[src/rtl/except_seq.sv]
// -----------------------------------------------------------------------------
// except_seq -- exception / ERET redirect sequencer for the NaiveMIPS datapath.
//
// Accepts the single-cycle exception (or ERET) request raised by the MM-stage
// exception unit and latches its target PC. While outstanding instruction and
// data bus transactions drain, it holds the whole pipeline. It then flushes
// every pipeline register for FLUSH_CYCLES cycles and hands the target PC to
// fetch over a valid/ready handshake. cp0_commit gates the CP0 write enable so
// that a stalled MM stage commits its CP0 update exactly once.
//
// Parameters:
//   FLUSH_CYCLES  cycles flush is held high (1..15)
//   TIMEOUT       max DRAIN cycles before a forced proceed (1..65535);
//                 only meaningful when EXCEPT_SEQ_TIMEOUT_EN is defined
//
// Optional feature macro:
//   EXCEPT_SEQ_TIMEOUT_EN  compiles in the drain watchdog counter and the
//                          sticky drain_timeout flag. When undefined, DRAIN
//                          waits indefinitely and drain_timeout is tied to 0.
//
// Ports:
//   clk             in   clock, rising edge
//   rst_n           in   asynchronous active-low reset
//   except          in   exception / ERET request (single cycle)
//   except_addr     in   [31:0] target PC (handler vector or EPC)
//   ibus_busy       in   instruction bus transaction outstanding
//   dbus_busy       in   data bus transaction outstanding
//   redirect_ready  in   fetch accepts the redirect
//   cp0_commit      out  CP0 write gate, combinational (except & IDLE)
//   stall_all       out  freeze every pipeline register
//   flush           out  clear every pipeline register to a bubble
//   redirect_valid  out  redirect_addr is valid
//   redirect_addr   out  [31:0] latched target PC
//   busy            out  sequencer is not IDLE
//   drain_timeout   out  sticky: a drain was forcibly abandoned
// -----------------------------------------------------------------------------
module except_seq #(
  parameter int unsigned FLUSH_CYCLES = 1,
  parameter int unsigned TIMEOUT      = 255
) (
  input  logic        clk,
  input  logic        rst_n,
  input  logic        except,
  input  logic [31:0] except_addr,
  input  logic        ibus_busy,
  input  logic        dbus_busy,
  input  logic        redirect_ready,
  output logic        cp0_commit,
  output logic        stall_all,
  output logic        flush,
  output logic        redirect_valid,
  output logic [31:0] redirect_addr,
  output logic        busy,
  output logic        drain_timeout
);

  typedef enum logic [1:0] {
    S_IDLE  = 2'd0,
    S_DRAIN = 2'd1,
    S_FLUSH = 2'd2,
    S_REDIR = 2'd3
  } state_e;

  // An out-of-range configuration degrades to a single-cycle flush rather
  // than loading a wrapped count into the 4-bit flush counter.
  localparam bit CFG_LEGAL = (FLUSH_CYCLES >= 1) && (FLUSH_CYCLES <= 15) &&
                             (TIMEOUT >= 1) && (TIMEOUT <= 65535);
  localparam logic [3:0] FLUSH_LOAD = CFG_LEGAL ? 4'(FLUSH_CYCLES - 1) : 4'd0;

  state_e      state_q, state_d;
  logic [31:0] target_q, target_d;
  logic [3:0]  fcnt_q, fcnt_d;
  logic        bus_busy;

  assign bus_busy = ibus_busy | dbus_busy;

`ifdef EXCEPT_SEQ_TIMEOUT_EN
  localparam int unsigned DCNT_W = $clog2(TIMEOUT + 1);
  localparam logic [DCNT_W-1:0] DCNT_MAX = DCNT_W'(TIMEOUT);

  logic [DCNT_W-1:0] dcnt_q, dcnt_d, dcnt_inc;
  logic              dto_q, dto_d;

  // Saturating increment: the counter parks at TIMEOUT instead of wrapping.
  assign dcnt_inc = (dcnt_q == DCNT_MAX) ? dcnt_q : dcnt_q + 1'b1;
`endif

  // ---------------------------------------------------------------------------
  // Next-state logic
  // ---------------------------------------------------------------------------
  always_comb begin
    state_d  = state_q;
    target_d = target_q;
    fcnt_d   = fcnt_q;
`ifdef EXCEPT_SEQ_TIMEOUT_EN
    dcnt_d   = dcnt_q;
    dto_d    = dto_q;
`endif

    unique case (state_q)
      S_IDLE: begin
        if (except) begin
          target_d = except_addr;
          if (bus_busy) begin
            state_d = S_DRAIN;
`ifdef EXCEPT_SEQ_TIMEOUT_EN
            dcnt_d  = '0;
`endif
          end else begin
            state_d = S_FLUSH;
            fcnt_d  = FLUSH_LOAD;
          end
        end
      end

      S_DRAIN: begin
        if (!bus_busy) begin
          state_d = S_FLUSH;
          fcnt_d  = FLUSH_LOAD;
        end else begin
`ifdef EXCEPT_SEQ_TIMEOUT_EN
          // The counter reaching TIMEOUT at the end of this cycle means this
          // was the TIMEOUT-th drain cycle: give up on the bus and proceed.
          dcnt_d = dcnt_inc;
          if (dcnt_inc == DCNT_MAX) begin
            state_d = S_FLUSH;
            fcnt_d  = FLUSH_LOAD;
            dto_d   = 1'b1;
          end
`endif
        end
      end

      S_FLUSH: begin
        if (fcnt_q == 4'd0) begin
          state_d = S_REDIR;
        end else begin
          fcnt_d = fcnt_q - 4'd1;
        end
      end

      S_REDIR: begin
        // redirect_valid is constant-high in this state, so the handshake
        // reduces to redirect_ready alone.
        if (redirect_ready) begin
          state_d = S_IDLE;
        end
      end

      default: state_d = S_IDLE;
    endcase
  end

  // ---------------------------------------------------------------------------
  // State registers
  // ---------------------------------------------------------------------------
  always_ff @(posedge clk or negedge rst_n) begin
    if (!rst_n) begin
      state_q  <= S_IDLE;
      target_q <= '0;
      fcnt_q   <= '0;
    end else begin
      state_q  <= state_d;
      target_q <= target_d;
      fcnt_q   <= fcnt_d;
    end
  end

`ifdef EXCEPT_SEQ_TIMEOUT_EN
  always_ff @(posedge clk or negedge rst_n) begin
    if (!rst_n) begin
      dcnt_q <= '0;
      dto_q  <= 1'b0;
    end else begin
      dcnt_q <= dcnt_d;
      dto_q  <= dto_d;
    end
  end

  assign drain_timeout = dto_q;
`else
  assign drain_timeout = 1'b0;
`endif

  // ---------------------------------------------------------------------------
  // Outputs: all decoded from registered state except the CP0 gate, which
  // must be visible in the acceptance cycle itself.
  // ---------------------------------------------------------------------------
  assign cp0_commit     = except & (state_q == S_IDLE);
  assign busy           = (state_q != S_IDLE);
  assign stall_all      = (state_q != S_IDLE);
  assign flush          = (state_q == S_FLUSH);
  assign redirect_valid = (state_q == S_REDIR);
  assign redirect_addr  = target_q;

endmodule

[config.mk]
export PLATFORM = sky130hd
export DESIGN_NAME = except_seq
export DESIGN_NICKNAME = d
export VERILOG_FILES = /design/src/rtl/except_seq.sv
export SDC_FILE = /design/constraint.sdc
export NUM_CORES = 1
export LEC_CHECK = 0
export ABC_AREA = 1
export CORE_AREA = 3 3 68 70
export CTS_BUF_LIST = sky130_fd_sc_hd__clkbuf_8
export CTS_CLUSTER_SIZE = 25
export DETAILED_ROUTE_END_ITERATION = 8
export DIE_AREA = 0 0 71 73
export PLACE_DENSITY = 0.8
export SYNTH_ARGS = -nofsm -noshare
export SYNTH_HDL_FRONTEND = slang
export SYNTH_SLANG_ARGS = --single-unit
export TNS_END_PERCENT = 100
[constraint.sdc]
create_clock -name clk -period 1.8 [get_ports clk]
set_input_delay 0.36 -clock clk [delete_from_list [all_inputs] [get_ports clk]]
set_output_delay 0.36 -clock clk [all_outputs]
set_load 0.03 [all_outputs]
* Word-level counts from Yosys, hierarchy flattened
Index checks and enable logic that the tools add are counted.
** Operators by class
- Div/mod/pow operators :: 0
- Multiply operators :: 0
- Reductions and logical operators :: 7
- Shifts and indexed selects :: 0
- Mux-type cells :: 10
- Equality and inequality tests :: 8
- $lt $le $gt $ge :: 0
- Add/sub/neg operators :: 1
- Bitwise logic cells :: 2
** Operators by type and width (number)
- 4-bit two-way mux :: 3
- 4-bit case mux with 3 select lines :: 1
- 2-bit two-way mux :: 5
- 2-bit != test (second input constant) :: 4
- 2-bit case mux with 4 select lines :: 1
- 2-bit equality test (second input constant) :: 2
- 4-bit logical NOT :: 1
- 4-bit AND reduction :: 1
- 4-bit by 1-bit subtractor with 4-bit output (second input constant) :: 1
- 3-bit AND reduction :: 1
- 3-bit nonzero test :: 1
- 2-bit by 1-bit equality test with 1-bit output (second input constant) :: 1
- 2-bit logical NOT :: 1
- 2-bit by 1-bit != test with 1-bit output (second input constant) :: 1
- 2-bit AND reduction :: 1
- 2-bit nonzero test :: 1
- 1-bit bitwise AND :: 1
- 1-bit OR :: 1
** Word-level totals
- Bits in registers :: 38
- Memory bits (writable) :: 0
- ROM bits :: 0
- Memories kept :: 0
- Latch bits :: 0

* Logic depth before layout (Yosys ltp)
Gate-level depths: netlist of run 1.
- Word-level depth :: 4
- Depth in mapped cells :: 8
- Gate-level depth less buffers :: 8

* Least setup slack after synthesis of run 1
Ideal clock, no wire load.
- Kind :: reg2out
- From :: register state_q[0]
- To :: output port stall_all
- Cell stages (with the launch flop) :: 5
- Data arrival time :: 1106 ps
- Path slack :: 334 ps
- Data required time :: 1440 ps
- Path through :: dfrtp_1 inv_1 ha_1 inv_1 buf_4
** On the way
- Cells in the longest elaborated chain, start to end :: 1
** RTL lines
- start, declared :: line 70 : state_e state_q, state_d;
- start signal, assigned :: line 163 : state_q <= state_d;
- 2-bit nonzero test
- end, declared :: line 49 : output logic stall_all,
Every way passes these cells.

* Worst setup path after layout of run 1
- From :: register state_q[1]
- To :: output port cp0_commit
** On the way
- Cells in the longest elaborated chain, start to end :: 2
** RTL lines
- 2-bit logical NOT :: line 189 : assign cp0_commit = except & (state_q == S_IDLE);
- 1-bit bitwise AND :: line 189
- end, declared :: line 48 : output logic cp0_commit,
Every way passes these cells.

==> impl_metrics.tcl, run 1 <==
set metrics [dict create \
    antenna_cells 0 \
    netlist_area_mm2 0.001737 \
    core_mm2 0.004029 \
    grt_pass1_vias 1541 \
    worstSetupEndpointType "primary output" \
    crit_path_max_incr_delay_ns 0.42 \
    met2_usage_pct 27.50 \
    clk_pin_slew_worst_paths_ns 0.07 \
    skew_ns 0.004052 \
    fillCellCount 357 \
    layout-drive-gt1-share_pct 9.474 \
    drc 0 \
    critPathRequiredTime_ns 1.44 \
    crit_fanout 6 \
    synth_warnings 0 \
    power_mw 4.731 \
    placed_area_mm2 0.002484 \
    met3_usage_pct 4.545 \
    avgSynthCellArea_um2 8.349 \
    track_usage_pct 15.83 \
    numCtsBuffers 5 \
    ys_types 18 \
    grt_pass1_wl_um 6630 \
    synthCells 208 \
    ant_nets 0 \
    nets 329 \
    synth_nets 253 \
    synth_area_leaders "dfrtp_1 (55%), nand2_1 (25%), ha_1 (5.0%)" \
    insertion_delay_ns 0.28 \
    finalNonFillerCells 335 \
    cts_setup_buffers 0 \
    peakVddDrop_uv 904.1 \
    cts.sinks 38 \
    path_cells "inv_1 > ha_4 > nand2_2 > inv_2 > buf_4" \
    die_w_um 71 \
    die_area_mm2 0.005183 \
    critPathKind "flop to primary output" \
    dpl.cell_count 327 \
    chipHeight_um 73 \
    root_buffer "clkbuf_8" \
    ctsHoldBuffers 0 \
    ys_ff_latch 38 \
    wirelength_um 3990 \
    busiest_layer "met2" \
    dp_hpwl_um 2910 \
    row_count 23 \
    crit_path_start_kind "flop" \
    port_buffers 74 \
    min_path_type "input pin to async pin" \
    grt_max_degree 39 \
    fmax_mhz 586.9 \
    area_delta_synth_final_pct 48.92 \
    cts_buffer_depth 2 \
    cts_htree_levels 2 \
    rsz0062_at_grt "no" \
    synth_top_area_share_pct 54.76 \
    setup_viol 0 \
    met1_usage_pct 18.75 \
    seq_area_frac_synth_pct 54.76 \
    grt-ovfl-total 0 \
    power.density_mw_per_mm2 1829 \
    antenna_found_initial 0 \
    cp_slowest_cell "dfrtp_1" \
    tns_ns 0 \
    slew_viol_final 0 \
    period_minus_slack_ns 1.704 \
    leakage_nw 1.331 \
    finalCritPeriodShare_pct 94.65 \
    status "finished, final reports clean" \
    final_area_mm2 0.002586 \
    via_per_inst 4.472 \
    worstPathArrival_ns 1.34 \
    dr.first_iter.drc_count 96 \
    cts_tree "yes" \
    initial_core_util_pct 43.11 \
    final_core_utilization_pct 64.19 \
    wl_per_cell_um 11.91 \
    gp_congestion 0.8027 \
    maxCapViolations 0 \
    firstDrtPassIters 4 \
    synth_area_leader_cell "dfrtp_1" \
    io_pins 76 \
    finalHoldViolCount 0 \
    num_vias 1498 \
]
[cell families (layout without fill, tap and decap cells)]
kind of cell / Yosys count / after routing / synth area share, %
AOI/OAI and AO/OA: 6 / 6 / 1.729
xor gates and xnor gates: 1 / 1 / 0.5044
adders and majority gates: 7 / 7 / 5.043
buffers and inverters: 20 / 97 / 6.267
DFF: 38 / 38 / 54.75
other: 1 / 1 / 0.2159
and+or+nand+nor: 135 / 135 / 31.48
[cell type report]
class / instances / area, um2 / area share [%]
Tap cell: 50 / 62.56 / 2.419
Timing Repair Buffer: 77 / 747.0 / 28.88
Clock buffer: 6 / 82.58 / 3.193
Inverter: 12 / 45.04 / 1.742
Multi-Input combinational cell: 150 / 689.4 / 26.66
Sequential cell: 38 / 950.9 / 36.77
Clock inverter: 2 / 8.758 / 0.3387
[state kept, by name (all words and copies together), names as in the netlist]
| name | count |
|---|---|
| fcnt_q | 4 |
| redirect_addr | 32 |
| state_q | 2 |
[layout by cell type, fill, tap and decap left out]
| master | count |
|---|---|
| xnor2_1 | 1 |
| nand2_2 | 2 |
| clkdlybuf4s50_1 | 68 |
| conb_1 | 1 |
| ha_4 | 1 |
| inv_2 | 4 |
| nor2_1 | 7 |
| inv_1 | 9 |
| nand2_1 | 115 |
| clkinv_2 | 1 |
| o21ai_1 | 1 |
| nor2_2 | 2 |
| a21oi_1 | 2 |
| clkbuf_8 | 6 |
| nand3_1 | 6 |
| nand2_4 | 3 |
| buf_4 | 7 |
| o21ai_0 | 3 |
| buf_2 | 1 |
| ha_1 | 6 |
| dlygate4sd2_1 | 1 |
| dfrtp_1 | 38 |
[metrics by stage]
stage	setup WS [ns]	hold slack (ns)
2_1_floorplan	0.3338	0.06441
3_5_place_dp	0.1703	0.4381
4_1_cts	0.01441	0.1305
3_3_place_gp	0.2373	0.4351
5_1_grt	0.01272	0.1584
6_report	0.09625	0.1201
[worst paths after layout]
check / to / slack [ns] / from / cells after the start
worst max-delay path: cp0_commit / 0.1 / state_q[1] / 5
min in group clk: redirect_addr[14] / 0.48 / redirect_addr[14] / 2
worst min-delay path: redirect_addr[21] / 0.12 / rst_n / 2
worst max register to register: redirect_addr[5] / 0.38 / state_q[1] / 7
worst min register to register: redirect_addr[14] / 0.48 / redirect_addr[14] / 2
max in group asynchronous: fcnt_q[3] / 1.34 / rst_n / 2
[critical path, delay by kind of cell, from the launching register on]
kind | cells | cell delay, ns
and+or+nand+nor | 1 | 0.06
buffers and inverters | 3 | 0.42
adders and majority gates | 1 | 0.17
DFF | 1 | 0.42
[per-layer routing]
layer	routed length, um	part of all wire, %
met3	267	6.7
met5	0	0
met2	1938	49
met4	56	1.4
met1	1727	43
[Yosys cell counts]
cell and instances:
nand2_1 115, dfrtp_1 38, inv_1 9, ha_1 7, nor2_1 7, nand3_1 6
buf_2 3, buf_6 3, inv_2 3, nand2_4 3, o21ai_0 3, a21oi_1 2
buf_4 2, nand2_2 2, nor2_2 2, conb_1 1, o21ai_1 1, xnor2_1 1
[what timing repair did]
| action | in CTS | in global routing |
|---|---|---|
| cloned | 0 | 0 |
| setup endpoints to repair | 1 | 1 |
| resized for setup | 1 | 3 |
[power breakdown]
| part | switching [mW] | leakage, nW | internal (mW) |
|---|---|---|---|
| clock | 0.273 | 0.0524 | 0.303 |
| combinational | 1.63 | 0.803 | 1.06 |
| sequential | 0.226 | 0.475 | 1.24 |
| total | 2.13 | 1.33 | 2.60 |
(Power assumes the default switching activity.)
==> run 2: changes to the inputs <==
--- a/config.mk
+++ b/config.mk
@@ -11,7 +11,9 @@
 export CTS_CLUSTER_SIZE = 25
 export DETAILED_ROUTE_END_ITERATION = 8
 export DIE_AREA = 0 0 71 73
+export HOLD_SLACK_MARGIN = 0.05
 export PLACE_DENSITY = 0.8
+export SLEW_MARGIN = 20
 export SYNTH_ARGS = -nofsm -noshare
 export SYNTH_HDL_FRONTEND = slang
 export SYNTH_SLANG_ARGS = --single-unit
==> results of run 2 <==
Final layout, timing and power as in run 1 (identical DEF).
